**config.mk**
```make
export PLATFORM = sky130hd
export DESIGN_NAME = uart_tx_arbiter
export DESIGN_NICKNAME = d
export VERILOG_FILES = /design/src/rtl/uart_tx_arbiter.sv
export SDC_FILE = /design/constraint.sdc
export NUM_CORES = 1
export LEC_CHECK = 0
export CAP_MARGIN = 20
export CORE_UTILIZATION = 40
export DETAILED_ROUTE_END_ITERATION = 8
export GPL_TIMING_DRIVEN = 0
export HOLD_SLACK_MARGIN = 0.08
export PLACE_DENSITY = 0.84
export SLEW_MARGIN = 5
export SYNTH_ARGS = -nofsm -noshare
export SYNTH_HDL_FRONTEND = slang
export SYNTH_SLANG_ARGS = --single-unit
```
**constraint.sdc**
```tcl
create_clock -name HCLK -period 2.62 [get_ports HCLK]
set_input_delay 0.393 -clock HCLK [delete_from_list [all_inputs] [get_ports HCLK]]
set_output_delay 0.393 -clock HCLK [all_outputs]
set_load 0.02 [all_outputs]
```
**src/rtl/uart_tx_arbiter.sv**
```systemverilog
// Round-robin owner of the UART TX FIFO write port. A grant covers a whole
// message, capped at MAX_BURST bytes, so bytes from different sources never interleave.
module uart_tx_arbiter #(
  parameter int NUM_REQ   = 4,
  parameter int MAX_BURST = 16
) (
  input  logic                 HCLK,
  input  logic                 HRESETn,
  input  logic [NUM_REQ-1:0]   req_valid,
  input  logic [8*NUM_REQ-1:0] req_data,
  input  logic [NUM_REQ-1:0]   req_last,
  output logic [NUM_REQ-1:0]   req_ready,
  input  logic                 fifo_full,
  output logic                 fifo_wr_en,
  output logic [7:0]           fifo_wdata,
  output logic [2:0]           grant_id,
  output logic                 busy,
  output logic [7:0]           burst_cnt
);

  typedef enum logic {IDLE = 1'b0, LOCK = 1'b1} state_e;

  state_e             state_q, state_d;
  logic [2:0]         rr_ptr_q, rr_ptr_d;
  logic [2:0]         grant_id_q, grant_id_d;
  logic [7:0]         burst_cnt_q, burst_cnt_d;
  logic [NUM_REQ-1:0] owner_oh;
  logic               owner_valid, owner_last, xfer, release_msg;
  logic [7:0]         owner_data;
  logic               arb_found;
  logic [2:0]         arb_idx;
  logic [3:0]         scan_idx;
  logic [NUM_REQ-1:0] scan_vec;

  // One-hot owner mask; all zero while IDLE, so nothing can transfer there.
  generate
    for (genvar gi = 0; gi < NUM_REQ; gi++) begin : g_owner
      assign owner_oh[gi] = (state_q == LOCK) && (grant_id_q == 3'(gi));
    end
  endgenerate

  assign req_ready   = fifo_full ? '0 : owner_oh;
  assign owner_valid = |(req_valid & owner_oh);
  assign owner_last  = |(req_last & owner_oh);
  assign xfer        = owner_valid && !fifo_full;
  assign release_msg = xfer && (owner_last || ({1'b0, burst_cnt_q} + 9'd1 >= 9'(MAX_BURST)));

  always_comb begin
    owner_data = '0;
    for (int i = 0; i < NUM_REQ; i++) begin
      owner_data = owner_data | (req_data[8*i +: 8] & {8{owner_oh[i]}});
    end
  end

  assign fifo_wr_en = xfer;
  assign fifo_wdata = xfer ? owner_data : 8'h00;

  // First valid requester at or after rr_ptr, wrapping at NUM_REQ.
  always_comb begin
    arb_found = 1'b0;
    arb_idx   = '0;
    scan_idx  = '0;
    scan_vec  = '0;
    for (int k = 0; k < NUM_REQ; k++) begin
      scan_idx = {1'b0, rr_ptr_q} + 4'(k);
      if (scan_idx >= 4'(NUM_REQ)) scan_idx = scan_idx - 4'(NUM_REQ);
      scan_vec = req_valid >> scan_idx;
      if (!arb_found && scan_vec[0]) begin
        arb_found = 1'b1;
        arb_idx   = scan_idx[2:0];
      end
    end
  end

  always_comb begin
    state_d     = state_q;
    rr_ptr_d    = rr_ptr_q;
    grant_id_d  = grant_id_q;
    burst_cnt_d = burst_cnt_q;
    case (state_q)
      IDLE: begin
        burst_cnt_d = '0;
        if (arb_found) begin
          state_d    = LOCK;
          grant_id_d = arb_idx;
        end
      end
      LOCK: begin
        if (xfer) begin
          if (burst_cnt_q != 8'(MAX_BURST)) burst_cnt_d = burst_cnt_q + 8'd1;
          if (release_msg) begin
            state_d  = IDLE;
            rr_ptr_d = (grant_id_q == 3'(NUM_REQ - 1)) ? 3'd0 : grant_id_q + 3'd1;
          end
        end
      end
      default: state_d = IDLE;
    endcase
  end

  always_ff @(posedge HCLK or negedge HRESETn) begin
    if (!HRESETn) begin
      state_q     <= IDLE;
      rr_ptr_q    <= '0;
      grant_id_q  <= '0;
      burst_cnt_q <= '0;
    end else begin
      state_q     <= state_d;
      rr_ptr_q    <= rr_ptr_d;
      grant_id_q  <= grant_id_d;
      burst_cnt_q <= burst_cnt_d;
    end
  end

  assign grant_id  = grant_id_q;
  assign busy      = (state_q == LOCK);
  assign burst_cnt = burst_cnt_q;

endmodule

```
==> impl_metrics.tcl <==
set metrics [dict create \
    num-fill-cells 280 \
    synth_common_cells "a22oi_1 (21), dfrtp_1 (15), a21oi_1 (12)" \
    viasPerCell 5.69 \
    synth_flop_cell "dfrtp_1" \
    wire_per_inst_um 15.4 \
    syn-num-nets 196 \
    numCtsBuffers 3 \
    ys_warn_count 0 \
    setup_viol 0 \
    max_slew_margin_pct 54.6 \
    grt_pass1_vias 1390 \
    drive_gt1_share_pct 14.6 \
    status "complete, no violations" \
    seq_area_frac_synth_pct 28.4 \
    grt_usage_pct 23.5 \
    die_w_um 59.5 \
    syn_inst 145 \
    syn_area_um2 1320 \
    nets 265 \
    fmax_mhz 400 \
    cts_tree "built" \
    firstDrtPassIters 5 \
    worstPathCellList "buf_6 > inv_4 > nor2_1 > and2_2 > nor2b_1 > clkdlybuf4s50_1" \
    cts_root_buffer "clkbuf_4" \
    post_cts_buffers 0 \
    drc 0 \
    synth_edf_count 0 \
    min_path_type "in2async" \
    hpwl_um 3110 \
    powerDensity_nw_per_um2 873 \
    synth_top_area_share_pct 28.4 \
    dp_cells 256 \
    grt_max_degree 16 \
    initial_core_util_pct 42.7 \
    post-route-period-util_pct 95.5 \
    area_growth_pct 53.3 \
    port-buffer-count 67 \
    synth_most_common_cell "a22oi_1" \
    synth.distinct_cells 44 \
    arrival_ns 2.11 \
    end_kind "output pin" \
    required_ns 2.23 \
    overflow 0 \
    setup.worst_path.class "reg2out" \
    cp_num_buf_inv 3 \
    die_height_um 59.5 \
    fin_worst_skew_ns 0.00612 \
    hold_viol_final 0 \
    p_leak_nw 0.847 \
    synth_seq_cells 15 \
    critPathLaunchType "flip-flop" \
    cts.sinks 15 \
    critPathMaxFanout 9 \
    grt_pass1_wl_um 6320 \
    cp_top_family "buffers and inverters" \
    drv_cap 0 \
    cts-htree-levels 1 \
    cp_slowest_cell "clkdlybuf4s50_1" \
    fin_area_um2 2030 \
    vias 1463 \
    drt-initial-drc-count 75 \
    cts_hold_buf 0 \
    max_stage_delay_ns 0.61 \
    globalplace.congestion 0.837 \
    synthTopCellsByArea "dfrtp_1 (28%), a22oi_1 (12%), ha_1 (7.6%)" \
    rsz0062_at_grt "yes" \
    diodes 0 \
    syn_area_per_cell_um2 9.13 \
    core_area_um2 3100 \
    worstMarginPinSlew_ns 0.679 \
    vdd_ir_drop_max_uv 528 \
    insertion_delay_ns 0.29 \
    synth_area_leader_cell "dfrtp_1" \
    finalNonFillerCells 257 \
    ys_async_sr_fraction_pct 100 \
    maxSlewViolCount 0 \
    clk_path_buf_depth 2 \
    std_cell_rows 20 \
    r2r-end "grant_id[0]" \
    period_needed_ns 2.50 \
    ant_nets 0 \
    post_dp_cell_area_um2 2050 \
    antenna_found_initial 0 \
    routed_wirelength_um 3960 \
    r2r_slack_ns 0.31 \
    r2r-start "rr_ptr_q[0]" \
    die_area_um2 3540 \
    path_clk_slew_ns 0.09 \
    ff2ff_path_depth 8 \
    ios 68 \
]
cell usage in the layout (no fill, tap or decap), types with 2 or more instances in the layout:
cell type and count:
nor2_1 8, a21oi_2 2, ha_1 8, clkbuf_4 3, nand2_1 4, xor2_1 2, a21o_1 2, o21ai_1 2
xnor2_1 2, nor2b_1 5, a22oi_1 21, and2_2 3, o21ai_0 5, nand3_1 8, clkdlybuf4s50_1 58, dfrtp_1 15
nand4_1 3, a21oi_1 12, clkbuf_2 8, buf_6 2, mux2i_1 4, inv_1 7, mux2_1 3
power breakdown:
part | total (mW) | switching [mW] | internal (mW)
logic | 1.26 | 0.694 | 0.562
registers | 0.378 | 0.0861 | 0.292
clock network | 0.138 | 0.0789 | 0.0593
total | 1.77 | 0.859 | 0.913
worst register-to-register path: cells and delay by family (launching register included):
family / cells / cell delay (ns)
AO/OA/AOI/OAI: 3 / 0.49
adder cells (fa/ha/maj): 1 / 0.40
buffers and inverters: 2 / 0.24
flip-flops: 1 / 0.38
multiplexers: 1 / 0.57
AND/OR/NAND/NOR: 1 / 0.12
area by class of cell:
class | count | area, um^2 | area share (%)
multi-input combinational | 115 | 876 | 43.2
timing repair buffer | 67 | 629 | 31.0
sequential | 15 | 375 | 18.5
tap | 44 | 55.1 | 2.71
inverter | 9 | 37.5 | 1.85
buffer | 3 | 30.0 | 1.48
clock buffer | 4 | 26.3 | 1.29
cell families after synthesis:
| logic type | count (synthesis) | synth area share [%] |
|---|---|---|
| AOI/OAI and AO/OA | 51 | 26.7 |
| adders and majority gates | 8 | 7.56 |
| DFF | 15 | 28.4 |
| and+or+nand+nor | 42 | 18.4 |
| xor gates and xnor gates | 4 | 2.65 |
| muxes | 10 | 10.4 |
| buffers and inverters | 15 | 5.95 |
routing by layer:
metal	part of all wire [%]	track usage, %
met5	0	0
met4	1.8	6.31
met1	39	26.6
met2	49	43.5
met3	9.6	5.90
stage by stage:
| step | hold WS [ns] | total power, mW | setup TNS [ns] | util (%) | worst slack, ns |
|---|---|---|---|---|---|
| after floorplan | 0.0974 | 1.21 | 0 | - | 0.551 |
| after global placement | 0.547 | 1.61 | -0.495 | 66.0 | -0.0750 |
| after detailed placement | 0.556 | 1.67 | -0.757 | 66.0 | -0.0992 |
| after global routing | 0.570 | 1.91 | -0.00104 | 65.4 | -0.00104 |
| final | 0.505 | 1.77 | 0 | 65.4 | 0.118 |
| after CTS | 0.534 | 1.77 | 0 | 66.3 | 0.0126 |
what timing repair did:
item	in CTS	in global routing
endpoints found under the hold margin	0	0
gates resized for setup	10	19
endpoints found under the setup margin	12	11
worst max path at each step:
stage	from	slack (ns)	to	cells past startpoint
after floorplan	busy	0.55	fifo_wdata[0]	7
after global placement	req_valid[1]	-0.07	fifo_wdata[1]	6
after detailed placement	req_valid[1]	-0.1	fifo_wdata[4]	6
after CTS	grant_id[0]	0.01	req_ready[0]	5
after global routing	grant_id[0]	-0.001	req_ready[0]	5
final	busy	0.12	req_ready[0]	6
flip-flops by register name, summed over array words and instances (netlist names):
register   count
rr_ptr_q       3
busy           1
grant_id       3
burst_cnt      8
Note: power is estimated with default switching activity, not from simulation.
